==> src/rtl/moore_fsm_seq_ctrl.sv <==
// moore_fsm_seq_ctrl: built-in test sequencer for the lab serial-input Moore FSM.
// Resets the FSM, shifts a stored W pattern in LSB first, samples Zout after
// every bit against an expected vector and reports done/pass/err_cnt/fail_idx.
// Each step takes two cycles: DRIVE presents W[idx], CHECK holds it and compares Z.
// Optional build macro: SEQ_STOP_ON_FAIL_EN -- end the run on the first mismatch.
// RST_CYC must be at least 1.
module moore_fsm_seq_ctrl #(
    parameter int PAT_LEN = 8,
    parameter int LEN_W   = 4,
    parameter int RST_CYC = 2
) (
    input  logic               clk,
    input  logic               reset_n,
    input  logic               start,
    input  logic               abort,
    input  logic [PAT_LEN-1:0] pattern,
    input  logic [PAT_LEN-1:0] expect_z,
    input  logic [LEN_W-1:0]   len,
    output logic               W,
    output logic               fsm_reset_n,
    input  logic               Z,
    output logic               busy,
    output logic               done,
    output logic               pass,
    output logic [LEN_W-1:0]   err_cnt,
    output logic [LEN_W-1:0]   fail_idx
);

    localparam int                 RCNT_W   = (RST_CYC > 1) ? $clog2(RST_CYC) : 1;
    localparam logic [RCNT_W-1:0]  RST_LAST = RCNT_W'(RST_CYC - 1);
    localparam logic [LEN_W-1:0]   LEN_MAX  = LEN_W'(PAT_LEN);

    typedef enum logic [2:0] {
        IDLE,
        RST,
        DRIVE,
        CHECK,
        DONE
    } state_t;

    state_t              state;
    logic [PAT_LEN-1:0]  pat_q;
    logic [PAT_LEN-1:0]  exp_q;
    logic [LEN_W-1:0]    len_q;
    logic [LEN_W-1:0]    idx;
    logic [RCNT_W-1:0]   rst_cnt;

    logic [LEN_W-1:0]    len_clamp;
    logic [LEN_W-1:0]    idx_nxt;
    logic                pat_nxt_bit;
    logic                exp_bit;
    logic                mismatch;
    logic                last_step;
    logic                finish_run;
    logic                run_phase;

    // Clamp the requested length and derive per-step control terms
    always_comb begin
        len_clamp = (len > LEN_MAX) ? LEN_MAX : len;
        idx_nxt   = idx + LEN_W'(1);
        last_step = (idx == len_q - LEN_W'(1));
        run_phase = (state == RST) || (state == DRIVE) || (state == CHECK);
    end

    // Select the expected bit for the current step and the W bit for the next one
    always_comb begin
        exp_bit     = 1'b0;
        pat_nxt_bit = 1'b0;
        for (int unsigned i = 0; i < PAT_LEN; i++) begin
            if (idx == LEN_W'(i)) begin
                exp_bit = exp_q[i];
            end
            if (idx_nxt == LEN_W'(i)) begin
                pat_nxt_bit = pat_q[i];
            end
        end
    end

    // Decide whether the current CHECK step closes the run
    always_comb begin
        mismatch = (Z != exp_bit);
`ifdef SEQ_STOP_ON_FAIL_EN
        finish_run = last_step || mismatch;
`else
        finish_run = last_step;
`endif
    end

    // Sequencer state machine with all outputs registered
    always_ff @(posedge clk or negedge reset_n) begin
        if (!reset_n) begin
            state       <= IDLE;
            W           <= 1'b0;
            fsm_reset_n <= 1'b0;
            busy        <= 1'b0;
            done        <= 1'b0;
            pass        <= 1'b0;
            err_cnt     <= '0;
            fail_idx    <= '0;
            idx         <= '0;
            rst_cnt     <= '0;
            pat_q       <= '0;
            exp_q       <= '0;
            len_q       <= '0;
        end else begin
            done <= 1'b0;
            if (abort && run_phase) begin
                // err_cnt and fail_idx keep their partial values
                state       <= IDLE;
                W           <= 1'b0;
                fsm_reset_n <= 1'b1;
                busy        <= 1'b0;
                pass        <= 1'b0;
            end else begin
                case (state)
                    IDLE: begin
                        W           <= 1'b0;
                        fsm_reset_n <= 1'b1;
                        if (start && !abort) begin
                            pat_q       <= pattern;
                            exp_q       <= expect_z;
                            len_q       <= len_clamp;
                            idx         <= '0;
                            err_cnt     <= '0;
                            fail_idx    <= '0;
                            pass        <= 1'b0;
                            busy        <= 1'b1;
                            rst_cnt     <= '0;
                            fsm_reset_n <= 1'b0;
                            state       <= RST;
                        end
                    end
                    RST: begin
                        W <= 1'b0;
                        if (rst_cnt == RST_LAST) begin
                            fsm_reset_n <= 1'b1;
                            if (len_q == '0) begin
                                state <= DONE;
                            end else begin
                                W     <= pat_q[0];
                                state <= DRIVE;
                            end
                        end else begin
                            rst_cnt <= rst_cnt + RCNT_W'(1);
                        end
                    end
                    DRIVE: begin
                        state <= CHECK;
                    end
                    CHECK: begin
                        if (mismatch) begin
                            if (err_cnt != '1) begin
                                err_cnt <= err_cnt + LEN_W'(1);
                            end
                            if (err_cnt == '0) begin
                                fail_idx <= idx;
                            end
                        end
                        if (finish_run) begin
                            W     <= 1'b0;
                            state <= DONE;
                        end else begin
                            idx   <= idx_nxt;
                            W     <= pat_nxt_bit;
                            state <= DRIVE;
                        end
                    end
                    DONE: begin
                        done        <= 1'b1;
                        busy        <= 1'b0;
                        pass        <= (len_q == '0) || (err_cnt == '0);
                        W           <= 1'b0;
                        fsm_reset_n <= 1'b1;
                        state       <= IDLE;
                    end
                    default: begin
                        state <= IDLE;
                    end
                endcase
            end
        end
    end

endmodule

==> config.mk <==
export PLATFORM = sky130hd
export DESIGN_NAME = moore_fsm_seq_ctrl
export DESIGN_NICKNAME = d
export VERILOG_FILES = /design/src/rtl/moore_fsm_seq_ctrl.sv
export SDC_FILE = /design/constraint.sdc
export NUM_CORES = 1
export LEC_CHECK = 0
export ABC_AREA = 1
export CAP_MARGIN = 25
export CORE_MARGIN = 2
export CORE_UTILIZATION = 48
export DETAILED_ROUTE_END_ITERATION = 8
export PLACE_DENSITY = 0.77
export SKIP_LAST_GASP = 1
export SLEW_MARGIN = 40
export SYNTH_ARGS = -nofsm -noshare
export SYNTH_HDL_FRONTEND = slang
export SYNTH_SLANG_ARGS = --single-unit
==> constraint.sdc <==
create_clock -name clk -period 1.7 [get_ports clk]
set_input_delay 0.255 -clock clk [delete_from_list [all_inputs] [get_ports clk]]
set_output_delay 0.255 -clock clk [all_outputs]
set_load 0.01 [all_outputs]
==> flow_summary.toml <==
[sta]
hold_viol_final = 0
fin_skew_ps = 5.26
setup_tns_ps = -41.4
clock.fmax_mhz = 578
finalSetupViolCount = 3
maxSlewViolCount = 0
maxSlewHeadroom = 0.670
rsz0062_at_grt = "true"
worst_pin_slew_ps = 494
worst_slack_ps = -29.7
finalCritPeriodShare = 1.02
fin_hold_ws_ps = 462
min_period_ps = 1730

[layout]
fillers = 367
area_growth_pct = 34.2
fin_nets = 377
drive_gt1_frac = 0.207
antenna_cells = 0
final_cells = 395

[critical_path]
criticalPathCategory = "reg -> reg"
endpoint_kind = "flop"
worstPathMaxFanout = 5
required_ps = 1930
startpoint_type = "flop"
worstPathArrival_ps = 1960

[synthesis]
synthCells = 283
syn_area_um2 = 2250
synth.area.top_cells = "dfrtp_1, nand2_1, ha_1, inv_1, nand3_1"
syn_avg_cell_area_um2 = 7.96
yosysWarnings = 0
synth_top_cell_area_share = 0.455
synth_area_leader_cell = "dfrtp_1"
synth_cell_type_count = 32
synth_fp_nets = 318
ys_seq_area_frac = 0.455
synth-seq-cells = 41

[floorplanning]
pin_count = 38
die_x_um = 72.5
rows = 24
core_um2 = 4440
die_area_um2 = 5260
initial_core_util = 0.507
die_h_um = 72.5

[routing]
wirelength_um = 5190
drcViolationCount = 0
vias_per_cell = 5.05
drtIter0Drc = 75
drt_pass1_iterations = 4
wl_per_cell_um = 13.1
num_vias = 1993
antenna_left = 0

[power]
p_seq_frac = 0.361
power_density_nw_per_um2 = 1370
power.leakage_nw = 1.47
p_sw_frac = 0.417
netSwitchingPower_mw = 1.72
vdd_drop_max_mv = 0.743
combPwrFrac = 0.490
p_clk_frac = 0.150
p_int_mw = 2.41

[placement]
io_buffers = 37
dp.cells = 382
gp_congestion = 0.872
dp_hpwl_um = 3660

[cts]
clockRootBuffer = "clkbuf_8"
htreeDepth = 2
clk_latency_ps = 290
cts_tree = "done"
cts_sinks = 41
clockBufferDepth = 2
clkSlewWorstSetupHoldPaths_ps = 80
numCtsBuffers = 5

[grt]
grt_usage = 0.212
grt_pass1_wl_um = 8760
grt_max_degree = 23
first_global_vias = 2004
grt_overflow = 0
antenna_found_initial = 0

[outcome]
violations = "negative setup slack"
status = "complete, but fails checks"

[flow_run]
cap_violations = 0

[hold_path]
min_path_type = "in -> async"
-- what timing repair did --
item                                    in CTS  in global routing
endpoints found under the hold margin       20                  0
gates resized for setup                      3                 32
hold buffers                                 1                  0
gates cloned                                 0                  0
pin swaps                                    0                 12
endpoints found under the setup margin       7                 13
buffers inserted                             2                  2
-- final cells by class --
type,count,area [um^2],share of cell area
Multi-Input combinational cell,203,1180,0.392
Sequential cell,41,1030,0.340
Timing Repair Buffer,57,531,0.175
Inverter,34,133,0.0439
Clock buffer,6,72.6,0.0240
Tap cell,52,65.1,0.0215
Clock inverter,2,10.0,0.00331
-- power groups by stage --
stage | logic [mW] | registers, mW | clock network (mW)
after detailed placement | 1.75 | 1.48 | 0
final | 2.02 | 1.49 | 0.620
after global routing | 2.26 | 1.53 | 0.668
after floorplan | 1.18 | 1.47 | 0
after CTS | 1.79 | 1.47 | 0.625
after global placement | 1.69 | 1.48 | 0
-- path summary, 6_finish.rpt --
| kind | start | endpoint | slack, ps | cells after the start |
|---|---|---|---|---|
| max reg2reg | idx[0] | W | -30 | 13 |
| min in group clk | pat_q[3] | pat_q[3] | 480 | 2 |
| min | reset_n | fsm_reset_n | 460 | 2 |
| max in group asynchronous | reset_n | idx[2] | 750 | 3 |
| min reg2reg | pat_q[3] | pat_q[3] | 480 | 2 |
| max | idx[0] | W | -30 | 13 |
-- state kept, by name, indices dropped and copies added, names as in the netlist --
register,count
state,3
err_cnt,4
pat_q,8
rst_cnt,1
done,1
fail_idx,4
busy,1
idx,4
fsm_reset_n,1
exp_q,8
W,1
len_q,4
pass,1
-- worst max-delay path: stages (launching register included) --
cell and delay [ps]:
dfrtp_2 460, inv_4 60, ha_1 220, inv_1 120
nand2_2 80, o21ai_0 170, nand2_1 100, nand2_1 80
nand2_1 60, nand2_1 80, nand3b_1 80, nand2_1 70
nand2_1 50, nand2_1 50
-- Yosys cell counts (all sizes together) --
| cell | count |
|---|---|
| a211oi | 1 |
| nor3 | 1 |
| nand3b | 1 |
| a31oi | 1 |
| xor2 | 4 |
| xnor2 | 5 |
| nor2 | 19 |
| clkbuf | 1 |
| nand3 | 16 |
| a21oi | 10 |
| inv | 34 |
| o211ai | 1 |
| a22oi | 1 |
| buf | 4 |
| o2111ai | 1 |
| dfrtp | 41 |
| o22ai | 1 |
| o21ai | 19 |
| nand2 | 105 |
| ha | 10 |
| nand4 | 7 |
-- layer usage --
layer  vias up  wire length, um  global-route usage
met2        48             2670               0.384
li1       1018                -                   -
met4         0              118              0.0576
met3        14              175              0.0375
met5         -                0                   0
met1       913             2220               0.258
-- cell families after synthesis --
family | share of synthesized area
xor+xnor | 0.0350
fa+ha+maj | 0.0555
compound gates | 0.0961
flops | 0.455
simple gates | 0.289
buf+inv | 0.0694
-- cell usage in the layout, fill, tap and decap left out, types with 2 or more instances in the layout --
cell type and n:
a21oi_1 5, a21oi_2 4, buf_4 18, clkbuf_8 5
clkdlybuf4s50_1 36, clkinv_2 2, dfrtp_1 39, dfrtp_2 2
ha_1 6, ha_2 3, inv_1 25, inv_2 7
inv_4 2, nand2_1 94, nand2_2 6, nand2_4 5
nand3_1 13, nand3_2 2, nand4_1 7, nor2_1 14
nor2_2 3, o21ai_0 14, o21ai_1 4, xnor2_1 3
xnor2_2 2, xor2_1 4
-- per-stage QoR --
stage	setup slack (ps)	utilization	total power, mW	cell area, um^2
after global placement	44.5	0.626	3.17	2780
after global routing	-134	0.680	4.46	3020
final	-29.7	0.680	4.13	3020
after detailed placement	-27.9	0.626	3.24	2780
after CTS	10.3	0.651	3.88	2890
after floorplan	24.9	-	2.65	2250
No activity file was read; power rests on OpenSTA's default activity.
==> variant 1: new RTL, same flow settings <==
Encoding of `state_t`: now one-hot (5 bits for 5 states).
--- a/src/rtl/moore_fsm_seq_ctrl.sv
+++ b/src/rtl/moore_fsm_seq_ctrl.sv
@@ -31,10 +31,10 @@
     localparam logic [LEN_W-1:0]   LEN_MAX  = LEN_W'(PAT_LEN);
 
-    typedef enum logic [2:0] {
-        IDLE,
-        RST,
-        DRIVE,
-        CHECK,
-        DONE
+    typedef enum logic [4:0] {
+        IDLE  = 5'b00001,
+        RST   = 5'b00010,
+        DRIVE = 5'b00100,
+        CHECK = 5'b01000,
+        DONE  = 5'b10000
     } state_t;
 
Formal check against the unedited RTL: no difference found for any inputs over 10 cycles, from zero or initial values and one cycle with reset_n low; not proved beyond that.
==> variant 1 against the unedited design <==
The run still ends with negative setup slack left; worst hold slack got worse by 0.011 ns; count of clock-buffer cells in the layout rose by 2; largest power group unchanged; synthesized cell count rose by 4.2%; via count rose by 6.5%; wire length rose by 5.3%; total power fell by 8.8%; clock power rose by 15%; first-iteration DRC count rose by 27%; final area rose by 7.7%; sequential cell count rose by 2; area after synthesis rose by 6.3%; worst setup slack improved by 0.0084 ns.
==> variant 1: results (changes against the unedited design) <==
Status
  • Violated checks: negative setup slack
  • Status: finished with violations

Placed design
  • GPL Wtd Cong: 0.8846 (+1.4%)
  • DP HPWL: 4054 µm (+11%)
  • Pre-CTS setup slack: -0.06954 ns (-0.04161 ns)

Clock network
  • Resized cells post-CTS: 4 (+1)
  • Post-CTS Setup Repair Bufs: 1 (-1)

Power and ir drop
  • Comb power: 0.00156 W (-23%)
  • Internal power: 0.002355 W (-2.3%)
  • Lkg Pwr: 1.606 nW (+9.3%)
  • Clock network fraction of design power: 0.189 (+0.039)

Timing
  • Clk_skew: 0.007045 ns (+0.001784 ns)
  • Max-Slew Margin vs Limit: 0.6680 (-0.002312)
  • Setup Viol. Count Final: 8 (+5)
  • Final setup margin: -0.02134 ns (+0.008363 ns)

Setup path
  • CP max stage delay: 0.39 ns (-0.07 ns)
  • Slowest CP cell: dfrtp_1
  • Crit path max fanout: 4 (-1)
  • RR Startpoint: len_q[0]

Drt
  • Initial DRC Count: 95 (+27%)
  • Routed len/inst: 12.73 µm (-3.0%)
  • Via density: 4.946 (-2.0%)

Synthesis
  • Top cells by area, synth: dfrtp_1 (44%), nand2_1 (15%), ha_1 (5.2%)
  • Seq/Total Area, Yosys: 0.4496 (-0.005694)
  • Post-synth cell types: 35 (+9.4%)
  • Post-synth top cells: nand2_1 (98), dfrtp_1 (42), inv_1 (32), nor2_1 (17)
  • Synth Area in XOR/XNOR: 0.02924 (-0.005738)

GRT
  • Met1 Usage GRT: 0.2741 (+0.01623)
  • Grt met3 use: 0.04418 (+0.006677)
  • First-pass GRT wire length: 9266 µm (+5.7%)
  • Vias in the first global route: 2137 (+6.6%)
  • Total track usage: 0.2182 (+0.006614)
  • Largest net degree at the start of global routing: 27 (+17%)

Layout
  • Layout Nets: 396 (+5.0%)
  • # fillers: 386 (+5.2%)
  • Share of cells above drive strength 1: 0.2376 (+0.03057)
==> variant 1: metal layers <==
metal | vias to the layer above | wire length [µm]
met2 | 52 | 2810
met3 | 6 | 195
met4 | 0 | 57
met5 | - | 0
li1 | 1072 | -
met1 | 992 | 2399
==> variant 1: final timing paths <==
kind | depth (start not counted) | slack [ns] | to
worst min-delay path | 2 | 0.45 | len_q[3]
worst max-delay path | 9 | -0.02 | idx[3]
worst max register to register | 9 | -0.02 | idx[3]
worst min register to register | 2 | 0.48 | exp_q[0]
min in group clk | 2 | 0.48 | exp_q[0]
max in group asynchronous | 3 | 0.73 | idx[2]
==> variant 1: final cells by class <==
| cell class | instances | share of cell area |
|---|---|---|
| Sequential cell | 43 | 0.3321 |
| Tap cell | 67 | 0.02575 |
| Multi-Input combinational cell | 208 | 0.3812 |
| Clock buffer | 8 | 0.03075 |
| Timing Repair Buffer | 64 | 0.1829 |
| Inverter | 39 | 0.04727 |
==> variant 1: through the flow <==
stage / std cells / util / TNS [ns] / hold WS [ns] / cell area (µm²)
finish: 429 / 0.6847 / -0.09132 / 0.4517 / 3256
detailed placement: 415 / 0.6305 / -0.3708 / 0.2455 / 2998
global route: 429 / 0.6847 / -1.794 / 0.4910 / 3256
global placement: 415 / 0.6305 / -0.1436 / 0.2387 / 2998
floorplan: 295 / - / 0 / -0.04059 / 2396
CTS: 425 / 0.6563 / -0.01595 / 0.4662 / 3120
==> variant 1: worst register-to-register path, stage by stage, from the launching register on <==
cell and delay [ns]:
dfrtp_1 0.39, inv_1 0.11, ha_4 0.21, xnor2_1 0.11
a21oi_1 0.14, nand3_1 0.16, nor2_2 0.20, nor3_2 0.06
buf_4 0.15, o22ai_1 0.12
==> variant 2: new RTL, same flow settings <==
Without the edit above. The parameter `PAT_LEN` goes from 8 to 16.
--- a/src/rtl/moore_fsm_seq_ctrl.sv
+++ b/src/rtl/moore_fsm_seq_ctrl.sv
@@ -6,5 +6,5 @@
 // RST_CYC must be at least 1.
 module moore_fsm_seq_ctrl #(
-    parameter int PAT_LEN = 8,
+    parameter int PAT_LEN = 16,
     parameter int LEN_W   = 4,
     parameter int RST_CYC = 2
Ports: changed (resized expect_z and pattern); port bits go from 38 to 54. The function was not compared with the original's and may differ.
==> variant 2 against the unedited design <==
The run still ends with negative setup slack left; area after synthesis grew 32%; first-iteration DRC count increased by 63%; sequential share of layout area fell by 0.30 points; non-clock buffer count increased by 39; sequential cell count grew 16; utilization is 3.2 points higher; combinational power shrank 21%; total power is 26% higher; worst setup slack worse by 0.38 ns; wire length up 38%; final area increased by 40%; largest cell class unchanged; highest routed layer unchanged.
==> variant 2: results (changes against the unedited design) <==
Layout
  • Layout Nets: 535 (+42%)
  • Top Registers: exp_q (16), pat_q (16)
  • Fin cells: 564 (+43%)
  • # fillers: 497 (+35%)
  • Share of cells above drive strength 1: 0.2168 (+0.009772)

Timing
  • Setup Viol. Count Final: 14 (+11)
  • Clk_skew: 0.01080 ns (+0.005540 ns)
  • Final TNS setup: -3.776 ns (-3.735 ns)
  • Final setup margin: -0.4134 ns (-0.3837 ns)
  • Worst-margin pin slew: 0.4401 ns (-0.05438 ns)
  • Final Hold Slack: 0.3876 ns (-0.07487 ns)

Clock network
  • Resized cells post-CTS: 12 (+9)
  • H-Tree Level Count: 3 (+1)
  • Post-CTS Setup Repair Bufs: 1 (-1)
  • Skew-Pair Late Insertion Delay: 0.34 ns (+0.05 ns)
  • Num CTS Buffers: 9 (+4)

Placed design
  • Count of input and output buffers: 49 (+32%)
  • DP HPWL: 5316 µm (+45%)
  • Placed Cells: 546 (+43%)
  • GPL Wtd Cong: 0.9033 (+3.5%)
  • Placed cell areas: 0.003905 mm² (+40%)
  • Pre-CTS setup slack: -0.3871 ns (-0.3592 ns)

Drt
  • Total number of vias: 2834 (+42%)
  • Pre-antenna DRT Iters: 5 (+1)
  • Initial DRC Count: 122 (+63%)
  • WL final: 7171 µm (+38%)

Setup path
  • RR Startpoint: idx[0]
  • Crit path max fanout: 4 (-1)
  • Slowest CP cell: dfrtp_2
  • Worst EP arrival: 2.33 ns (+0.37 ns)
  • R2R cell count: 23 (+10)
  • Worst setup path endpoint: err_cnt[2]

Synthesis
  • Post-synth top cells: nand2_1 (158), dfrtp_1 (57), inv_1 (27), nor2_1 (26), nand3_1 (25)
  • Syn Nets: 437 (+37%)
  • Top cells by area, synth: dfrtp_1 (48%), nand2_1 (20%), ha_1 (4.2%)
  • Seq/Total Area, Yosys: 0.4804 (+0.02510)
  • Synth Area in Adders: 0.04214 (-0.01338)
  • Async SR Flop Fraction: 1.000 (unchanged)
  • Synth Area in Compound Gates: 0.06869 (-0.02737)
  • Synth Area in XOR/XNOR: 0.02065 (-0.01433)
  • Gate count after technology mapping: 386 (+36%)

Power and ir drop
  • Sequential logic power: 0.00207 W (+39%)
  • Psw: 0.001720 W (-0.19%)
  • Lkg Pwr: 2.087 nW (+42%)
  • Sw Ratio: 0.3298 (-0.08714)

GRT
  • Total track usage: 0.2354 (+0.02381)
  • First-pass GRT wire length: 12030 µm (+37%)
  • Largest net degree at the start of global routing: 31 (+35%)

Status
  • Status: finished with violations
  • Violated checks: negative setup slack
-- variant 2: cell types whose count changed in the layout (fill, tap and decap cells not counted), moves of 3 or more --
cell | unedited run | this run
a21oi_1 | 5 | 8
nand3_1 | 13 | 23
clkdlybuf4s50_1 | 36 | 48
ha_2 | 3 | 0
clkbuf_8 | 5 | 10
bufinv_16 | 0 | 3
nand2_1 | 94 | 150
o21ai_0 | 14 | 8
nand2_2 | 6 | 10
buf_4 | 18 | 45
dfrtp_1 | 39 | 54
nor2_1 | 14 | 25
-- variant 2: metal layers --
layer	routed length, µm	up-vias	global-route usage
li1	-	1427	-
met5	0	-	0
met3	363	12	0.05543
met1	3103	1321	0.2842
met4	107	0	0.1049
met2	3596	74	0.3992
-- variant 2: cell type report --
class	instances	area, µm²	share of cell area
Timing Repair Buffer	96	853.3	0.2011
Clock inverter	5	102.6	0.02418
Tap cell	75	93.84	0.02212
Multi-Input combinational cell	284	1476	0.3480
Inverter	36	145.1	0.03421
Clock buffer	11	141.4	0.03332
Sequential cell	57	1430	0.3371
